$ cat config.mk
export PLATFORM = sky130hd
export DESIGN_NAME = arp_encode
export DESIGN_NICKNAME = d
export VERILOG_FILES = /design/src/rtl/arp_encode.sv
export SDC_FILE = /design/constraint.sdc
export NUM_CORES = 1
export LEC_CHECK = 0
export BUFFER_PORTS_ARGS = -buffer_cell sky130_fd_sc_hd__buf_4
export CORE_MARGIN = 2
export CORE_UTILIZATION = 57
export CTS_CLUSTER_SIZE = 8
export DETAILED_ROUTE_END_ITERATION = 12
export PLACE_DENSITY = 0.84
export SLEW_MARGIN = 40
export SYNTH_ARGS = -nofsm -noshare
export SYNTH_HDL_FRONTEND = slang
export SYNTH_SLANG_ARGS = --single-unit
$ cat constraint.sdc
create_clock -name clk -period 27.3 [get_ports clk]
set_input_delay 4.095 -clock clk [delete_from_list [all_inputs] [get_ports clk]]
set_output_delay 4.095 -clock clk [all_outputs]
set_load 0.05 [all_outputs]
$ cat src/rtl/arp_encode.sv
// arp_encode: byte-serial ARP packet generator for the Ethernet TX framer.
// On start (idle only) the operation code and the four address fields are
// latched. The 28-byte ARP payload follows, then PAD_LEN bytes of 0x00.
// Multi-byte address fields go out low byte first, field[7:0] leading, to
// match the receive decoder. The operation code goes out MSB byte first.
//
// Ports:
//   clk, rst          clock, synchronous active-high reset
//   start             single-cycle request, honoured only while busy=0
//   op/sha/spa/tha/tpa ARP fields, sampled on the accepted start cycle
//   dout, dout_valid  byte stream to the framer
//   dout_ready        downstream handshake; a byte moves when valid&ready
//   dout_last         marks the final byte of the packet
//   busy              packet in progress (includes the done cycle)
//   done              one-cycle pulse after the last byte is accepted
//
// state  | meaning
// IDLE   | waiting for start, busy=0
// SEND   | presenting ARP byte cnt (0..27)
// PAD    | presenting 0x00 pad bytes, pad_cnt counts down to 0
// DONE   | one-cycle done pulse, busy still high

module arp_encode #(
    parameter int PAD_LEN = 18
) (
    input  logic        clk,
    input  logic        rst,
    input  logic        start,
    input  logic [15:0] op,
    input  logic [47:0] sha,
    input  logic [31:0] spa,
    input  logic [47:0] tha,
    input  logic [31:0] tpa,
    output logic [7:0]  dout,
    output logic        dout_valid,
    input  logic        dout_ready,
    output logic        dout_last,
    output logic        busy,
    output logic        done
);

    localparam int            PW       = (PAD_LEN > 1) ? $clog2(PAD_LEN) : 1;
    localparam logic [PW-1:0] PAD_LOAD = PW'((PAD_LEN > 0) ? PAD_LEN - 1 : 0);
    localparam logic [4:0]    LAST_ARP = 5'd27;

    typedef enum logic [1:0] {S_IDLE, S_SEND, S_PAD, S_DONE} state_t;

    state_t        state;
    state_t        state_nxt;
    logic [4:0]    cnt;
    logic [PW-1:0] pad_cnt;
    logic [15:0]   op_q;
    logic [47:0]   sha_q;
    logic [31:0]   spa_q;
    logic [47:0]   tha_q;
    logic [31:0]   tpa_q;
    logic [7:0]    arp_byte;
    logic          accept;

    assign accept = dout_valid && dout_ready;

    // state register
    always_ff @(posedge clk) begin
        if (rst) begin
            state <= S_IDLE;
        end else begin
            state <= state_nxt;
        end
    end

    // byte index counts up (it addresses the payload), pad counter counts
    // down to a terminal zero
    always_ff @(posedge clk) begin
        if (rst) begin
            cnt     <= '0;
            pad_cnt <= '0;
        end else begin
            case (state)
                S_IDLE: begin
                    if (start) begin
                        cnt     <= '0;
                        pad_cnt <= PAD_LOAD;
                    end
                end
                S_SEND: begin
                    if (accept && cnt != LAST_ARP) begin
                        cnt <= cnt + 5'd1;
                    end
                end
                S_PAD: begin
                    if (accept && pad_cnt != '0) begin
                        pad_cnt <= pad_cnt - PW'(1);
                    end
                end
                S_DONE: begin
                    cnt <= '0;
                end
                default: begin
                    cnt <= '0;
                end
            endcase
        end
    end

    // field capture; only an idle start outside reset may overwrite them
    always_ff @(posedge clk) begin
        if (!rst && state == S_IDLE && start) begin
            op_q  <= op;
            sha_q <= sha;
            spa_q <= spa;
            tha_q <= tha;
            tpa_q <= tpa;
        end
    end

    // next-state logic
    always_comb begin
        state_nxt = state;
        case (state)
            S_IDLE: begin
                if (start) state_nxt = S_SEND;
            end
            S_SEND: begin
                if (accept && cnt == LAST_ARP) begin
                    state_nxt = (PAD_LEN > 0) ? S_PAD : S_DONE;
                end
            end
            S_PAD: begin
                if (accept && pad_cnt == '0) state_nxt = S_DONE;
            end
            S_DONE: begin
                state_nxt = S_IDLE;
            end
            default: begin
                state_nxt = S_IDLE;
            end
        endcase
    end

    // payload byte selection
    always_comb begin
        arp_byte = 8'h00;
        case (cnt)
            5'd1:    arp_byte = 8'h01;
            5'd2:    arp_byte = 8'h08;
            5'd4:    arp_byte = 8'h06;
            5'd5:    arp_byte = 8'h04;
            5'd6:    arp_byte = op_q[15:8];
            5'd7:    arp_byte = op_q[7:0];
            5'd8:    arp_byte = sha_q[7:0];
            5'd9:    arp_byte = sha_q[15:8];
            5'd10:   arp_byte = sha_q[23:16];
            5'd11:   arp_byte = sha_q[31:24];
            5'd12:   arp_byte = sha_q[39:32];
            5'd13:   arp_byte = sha_q[47:40];
            5'd14:   arp_byte = spa_q[7:0];
            5'd15:   arp_byte = spa_q[15:8];
            5'd16:   arp_byte = spa_q[23:16];
            5'd17:   arp_byte = spa_q[31:24];
            5'd18:   arp_byte = tha_q[7:0];
            5'd19:   arp_byte = tha_q[15:8];
            5'd20:   arp_byte = tha_q[23:16];
            5'd21:   arp_byte = tha_q[31:24];
            5'd22:   arp_byte = tha_q[39:32];
            5'd23:   arp_byte = tha_q[47:40];
            5'd24:   arp_byte = tpa_q[7:0];
            5'd25:   arp_byte = tpa_q[15:8];
            5'd26:   arp_byte = tpa_q[23:16];
            5'd27:   arp_byte = tpa_q[31:24];
            default: arp_byte = 8'h00;
        endcase
    end

    // outputs are pure functions of registered state, so they hold
    // unchanged under backpressure without extra output registers
    always_comb begin
        dout       = 8'h00;
        dout_valid = 1'b0;
        dout_last  = 1'b0;
        busy       = 1'b1;
        done       = 1'b0;
        case (state)
            S_IDLE: begin
                busy = 1'b0;
            end
            S_SEND: begin
                dout_valid = 1'b1;
                dout       = arp_byte;
                dout_last  = (PAD_LEN == 0) && (cnt == LAST_ARP);
            end
            S_PAD: begin
                dout_valid = 1'b1;
                dout_last  = (pad_cnt == '0);
            end
            S_DONE: begin
                done = 1'b1;
            end
            default: begin
                busy = 1'b0;
            end
        endcase
    end

endmodule

==> results of run 1 <==
[layout by cell type (no fill, tap or decap), types with 4 or more instances in the layout]
cell       Yosys  routed
buf_4          1     194
edfxtp_1     176     176
a22oi_1       30      30
nand3_1       27      27
nand2_1       21      21
nor2_1        20      19
o21ai_0       17      17
clkbuf_16      0      17
inv_1         15      15
a32oi_1       12      12
mux2i_1       12      12
a21oi_1       12      12
ha_1          11      10
dfxtp_1       12      10
mux2_2         9       9
a22o_1         9       9
nor2b_1        9       7
a221oi_1       7       7
nand4_1        6       6
o22ai_1        6       6
inv_6          0       6
a31oi_1        5       5
nand2b_1       4       4
nor4_1         4       4
nor3_1         4       4
a211oi_1       4       4
clkinv_1       0       4
[power by group through the flow]
| stage | sequential, uW | clock [uW] | combinational (uW) |
|---|---|---|---|
| 6_report | 379 | 236 | 129 |
| 2_1_floorplan | 389 | 0 | 81.8 |
| 4_1_cts | 378 | 238 | 128 |
| 3_5_place_dp | 384 | 0 | 127 |
| 5_1_grt | 381 | 249 | 140 |
| 3_3_place_gp | 382 | 0 | 122 |
[area by class of cell]
| type | count | area (um2) |
|---|---|---|
| clock inverters | 15 | 134 |
| clock buffers | 17 | 425 |
| fillers | 828 | 3440 |
| multi-input cells | 284 | 2070 |
| flip-flops and latches | 188 | 5530 |
| inverters | 15 | 56.3 |
| repair buffers | 196 | 1480 |
| well taps | 176 | 220 |
[layer usage]
layer  vias up  routed length (um)
met5         -                   0
li1       2450                   -
met4         0                 662
met3        54                2120
met2       431               10700
met1      2710                7280
[sequential cells by signal, indices dropped and copies added (netlist names)]
signal	cells
spa_q	32
sha_q	48
cnt	5
op_q	16
tha_q	48
tpa_q	32
state	2
pad_cnt	5
[per-stage QoR]
stage | cell area [um2] | util (%) | setup WS [ns]
after CTS | 9900 | 74.2 | 19.70
after global placement | 9330 | 69.9 | 20.39
after floorplan | 7840 | - | 14.96
after global routing | 9910 | 74.2 | 19.83
final | 9910 | 74.2 | 19.92
after detailed placement | 9340 | 70.0 | 20.21
[tightest hold or removal path, stage by stage, from the launching register on]
cell      delay, ns
dfxtp_1        0.33
inv_1          0.10
a21boi_0       0.08
[final timing paths]
kind	start	to	slack, ns	cells after the start
setup / recovery	cnt[0]	dout[6]	19.92	7
hold / removal	state[0]	state[0]	0.57	2
setup reg to reg	state[0]	tha_q[38]	24.74	6
hold reg to reg	state[0]	state[0]	0.57	2
[cell families after synthesis]
kind of cell,after synthesis
muxes,24
and+or+nand+nor,119
adders and majority gates,11
DFF,188
buffers and inverters,50
AOI/OAI and AO/OA,130
==> flow_summary.json, run 1 <==
{
  "p_leak_uw": 0.00357,
  "p_seq_share_pct": 50.9,
  "tightest_slew_ns": 0.938,
  "drt_wl_total_mm": 20.7,
  "syn_area_per_cell_um2": 15.0,
  "firstDrtPassIters": 5,
  "hold_slack_ns": 0.565,
  "worstSkewPairLatency_ns": 0.44,
  "grt_pass1_wl_mm": 30.7,
  "drtIter0Drc": 822,
  "routed_via_density": 6.34,
  "hold_viol_final": 0,
  "area_growth_pct": 26.4,
  "pwr-share-comb_pct": 17.4,
  "cts_sinks": 188,
  "slew_headroom_pct": 35.8,
  "critPathMaxStageDelay_ns": 0.66,
  "crit_type": "reg -> out",
  "cts_resized": 0,
  "synth_edf_count": 176,
  "p_per_area_nw_per_um2": 75.1,
  "cp-start-kind": "flop",
  "cp_max_fo": 16,
  "gr-max-usage-layer": "met2",
  "final_max_slew_viol_count": 0,
  "synth_area_um2": 7840,
  "crit_path_top_delay_cell": "ha_1",
  "seq_area_frac_synth_pct": 70.5,
  "power_uw": 744,
  "synthFlopType": "edfxtp_1",
  "synth.mux.area_fraction_pct": 3.26,
  "wl_per_cell_um": 23.3,
  "route.detailed.drc": 0,
  "cts_tree": "done",
  "cts_buffer_depth": 2,
  "instances_no_fill": 891,
  "ir_drop_mv": 0.0553,
  "cp_top_family": "simple AND/OR/NAND/NOR gates",
  "hold_class": "reg -> reg",
  "syn-num-nets": 713,
  "synth_cells": 522,
  "htree_levels": 4,
  "clkSlewWorstSetupHoldPaths_ns": 0.07,
  "async_flop_share_pct": 0,
  "synth_compound_area_share_pct": 12.6,
  "yosysTopAreaCell": "edfxtp_1",
  "synth_top_area_share_pct": 67.4,
  "max_freq_mhz": 135,
  "cts-buffers-inserted": 17,
  "crit_path_cell_trace": "ha_1 > nor4bb_1 > a22oi_1 > nand4_1 > nor4_1 > a21oi_1 > buf_4",
  "dr_total_vias": 5645,
  "grtUsageMet3_pct": 7.89,
  "grt_usage_pct": 28.7,
  "num_rows": 42,
  "yosys_warnings": 0,
  "grt_max_degree": 93,
  "num_antenna_cells": 0,
  "outcome": "completed",
  "switching_share_pct": 27.6,
  "dieArea_um2": 14700,
  "fin_worst_skew_ns": 0.0114,
  "dp_hpwl_mm": 14.6,
  "final.setup.tns_ns": 0,
  "rsz0062_at_grt": "no",
  "min_period_ns": 7.38,
  "grt.overflow.total": 0,
  "fin_nets": 893,
  "power.net_switching_uw": 205,
  "grt_pass1_vias": 5597,
  "synthXorXnorAreaFrac_pct": 0,
  "critPathCaptureType": "output pin",
  "final_antenna_net_count": 0,
  "grtUsageMet1_pct": 35.0,
  "initial_utilization_pct": 58.7,
  "synthTopCellsByCount": "176 x edfxtp_1, 30 x a22oi_1, 27 x nand3_1, 21 x nand2_1, 20 x nor2_1",
  "cts_hold_buf": 0,
  "drive_above_1_share_pct": 35.0,
  "path_buf_inv": 1,
  "yosys.cell_types.count": 62,
  "synth_top_family_by_area": "compound AO/OA/AOI/OAI gates",
  "synth_area_leaders": "edfxtp_1 67%, dfxtp_1 3.1%, a22oi_1 2.9%",
  "die_x_um": 121,
  "synthAdderAreaFrac_pct": 1.76,
  "boundaryPins": 192,
  "arrival_ns": 3.29,
  "cp.required_ns": 23.20,
  "ys_seq_elements": 188,
  "p_int_uw": 539,
  "yosysMostFrequentCell": "edfxtp_1",
  "die_y_um": 121,
  "cap_violations": 0,
  "post_cts_buffers": 0,
  "dp_cells": 859,
  "core_area_um2": 13300,
  "gp_congestion": 0.887,
  "use_met2_pct": 48.6,
  "pwr-share-clk_pct": 31.7,
  "io_buffers": 191,
  "cts_root_buf": "clkbuf_16",
  "setup_viol": 0,
  "synthSimpleGateAreaFrac_pct": 8.59,
  "antenna_found_initial": 0,
  "period_share_pct": 27.0
}
Power figures use the tool's default switching activity.
==> run 2, diff against run 1 <==
- ABC_AREA: not set -> 1
- CORE_UTILIZATION: 57 -> 53
- PLACE_DENSITY: 0.84 -> 0.79
- clock period: 27.3 -> 7.3 ns (I/O delays scaled with it)
==> run 2 against run 1 <==
Compared with the run above: design area increased by 2.2%; clock power increased to 4.1 times the previous value; clock skew decreased by 0.0050 ns; critical path type unchanged; sequential power increased to 3.7 times the previous value; sequential cell count unchanged; area after synthesis about the same.
==> flow_summary.json, run 2 <==
{
  "outcome": "completed",
  "routed_via_density": 5.43,
  "critPathCaptureType": "output pin",
  "worstReg2RegStart": "state[0]",
  "synth_area_um2": 7840,
  "boundaryPins": 192,
  "synthFlopType": "edfxtp_1",
  "final_max_slew_viol_count": 0,
  "crit_path_cell_trace": "ha_2 > inv_1 > nor2_1 > nand2_1 > nor2_1 > nor2_1 > nand2_1 > nor2_1 > a21oi_1 > buf_4",
  "ys_seq_elements": 188,
  "yosysTopAreaCell": "edfxtp_1",
  "crit_top_cell": "nor2_1",
  "cts_buffer_depth": 2,
  "wirelength_met1_mm": 7.98,
  "wl_per_cell_um": 18.8,
  "worstSkewPairLatency_ns": 0.43,
  "syn-num-nets": 887,
  "htree_levels": 4,
  "hp-start": "pad_cnt[4]",
  "crit_type": "reg -> out",
  "final_cell_mix": "194 x buf_4, 179 x nand2_1, 176 x edfxtp_1",
  "die_x_um": 126,
  "reg2regPathDepth": 6,
  "antenna_found_initial": 0,
  "cp_max_fo": 23,
  "wl_met3_mm": 1.40,
  "layout.cells.most_common": "buf_4",
  "fin_worst_skew_ns": 0.00635,
  "final.setup.tns_ns": 0,
  "grt_pass1_wl_mm": 30.7,
  "area_growth_pct": 29.2,
  "core_area_um2": 14500,
  "ir_drop_mv": 0.190,
  "grt.overflow.total": 0,
  "tightest_slew_ns": 0.805,
  "arrival_ns": 3.08,
  "cts_root_buf": "clkbuf_16",
  "drt_wl_total_mm": 20.4,
  "synth_cells": 696,
  "power_uw": 2880,
  "period_share_pct": 57.2,
  "hold_viol_final": 0,
  "grt_usage_pct": 26.0,
  "die_y_um": 126,
  "r2r_setup_slack_ns": 5.06,
  "dr_total_vias": 5898,
  "num_rows": 44,
  "synth_edf_count": 176,
  "drtIter0Drc": 574,
  "synth_area_leaders": "edfxtp_1 67%, nand2_1 8.6%, nor2_1 4.5%",
  "p_per_area_nw_per_um2": 284,
  "route.detailed.drc": 0,
  "finalInstanceArea_um2": 10100,
  "post_cts_buffers": 0,
  "synth_top_area_share_pct": 67.4,
  "cts_hold_buf": 0,
  "initial_utilization_pct": 54.2,
  "syn_area_per_cell_um2": 11.3,
  "gp_congestion": 0.904,
  "hold_path_end": "pad_cnt[4]",
  "final_util_pct": 70.0,
  "rsz0062_at_grt": "no",
  "worstReg2RegEnd": "tha_q[12]",
  "clkSlewWorstSetupHoldPaths_ns": 0.07,
  "critPathMaxStageDelay_ns": 0.52,
  "grt_pass1_vias": 5792,
  "grt_max_degree": 177,
  "slew_headroom_pct": 46.1,
  "drive_above_1_share_pct": 27.1,
  "cp-start-kind": "flop",
  "placed_area_um2": 9460,
  "fillers": 1012,
  "firstDrtPassIters": 5,
  "dp_hpwl_mm": 14.1,
  "fin_nets": 1080,
  "num_antenna_cells": 0,
  "cts_tree": "done",
  "p_leak_uw": 0.00422,
  "min_period_ns": 4.18,
  "cap_violations": 0,
  "yosysMostFrequentCell": "nand2_1",
  "cp.required_ns": 6.20,
  "dieArea_um2": 15800,
  "routed.top_layer": "met4",
  "synthTopCellsByCount": "179 x nand2_1, 176 x edfxtp_1, 93 x nor2_1, 52 x inv_1, 50 x nand4_1",
  "yosys.cell_types.count": 26,
  "seq_area_frac_synth_pct": 70.4,
  "cts-buffers-inserted": 17,
  "io_buffers": 191,
  "async_flop_share_pct": 0,
  "final_antenna_net_count": 0,
  "hold_class": "reg -> reg",
  "yosys_warnings": 0,
  "max_freq_mhz": 239,
  "setup_viol": 0,
  "reg_top3": "sha_q: 48 flops, tha_q: 48 flops",
  "cts_sinks": 188,
  "whs_path_depth": 2,
  "cts_resized": 0,
  "wl_met2_mm": 10.6,
  "crit_path_top_delay_cell": "ha_2"
}
run 2: kinds of logic after synthesis:
logic type	count (synthesis)	share of synthesized area [%]
buffers and inverters	77	3.97
AND/OR/NAND/NOR	385	21.4
adder cells (fa/ha/maj)	11	1.75
AO/OA/AOI/OAI	31	1.98
flip-flops	188	70.4
XOR/XNOR	4	0.447
run 2: how the worst max path moves through the flow:
stage / startpoint / end / slack, ns / cells after the start
CTS: cnt[0] / dout[1] / 2.87 / 10
finish: cnt[0] / dout[1] / 3.12 / 10
global route: cnt[0] / dout[1] / 2.93 / 10
detailed placement: cnt[0] / dout[1] / 3.41 / 10
floorplan: rst / op_q[0] / 1.31 / 2
global placement: cnt[0] / dout[5] / 3.41 / 10
run 2: cell type report:
cell class | instances | area, um2 | share of cell area, %
Timing Repair Buffer | 196 | 1500 | 14.8
Inverter | 55 | 206 | 2.04
Multi-Input combinational cell | 431 | 2030 | 20.0
Tap cell | 184 | 230 | 2.27
Sequential cell | 188 | 5530 | 54.5
Clock inverter | 15 | 210 | 2.07
Clock buffer | 17 | 425 | 4.20
run 2: stage by stage:
step / hold slack (ns) / worst slack (ns) / instances
finish: 0.474 / 3.12 / 1086
global route: 0.494 / 2.93 / 1086
CTS: 0.474 / 2.87 / 1085
detailed placement: 0.464 / 3.41 / 1053
global placement: 0.451 / 3.41 / 1053
floorplan: 0.441 / 1.31 / 696
run 2: layer usage:
| layer | vias to the layer above | track usage, % |
|---|---|---|
| li1 | 2791 | - |
| met1 | 2765 | 33.4 |
| met2 | 315 | 44.8 |
| met3 | 27 | 5.27 |
| met4 | 0 | 8.30 |
| met5 | - | 0 |
run 2: report_power, final:
group          internal, uW  leakage (uW)  total [uW]  switching, uW
registers              1360       0.00173        1410           51.8
clock network           552      0.000307         970            418
logic                   164       0.00219         503            339
total                  2070       0.00422        2880            809
run 2: critical path: cells and delay by family (launching register included):
| family | cells | cell delay, ns |
|---|---|---|
| buffers and inverters | 2 | 0.37 |
| flip-flops | 1 | 0.44 |
| AO/OA/AOI/OAI | 1 | 0.19 |
| adder cells (fa/ha/maj) | 1 | 0.52 |
| AND/OR/NAND/NOR | 6 | 1.13 |
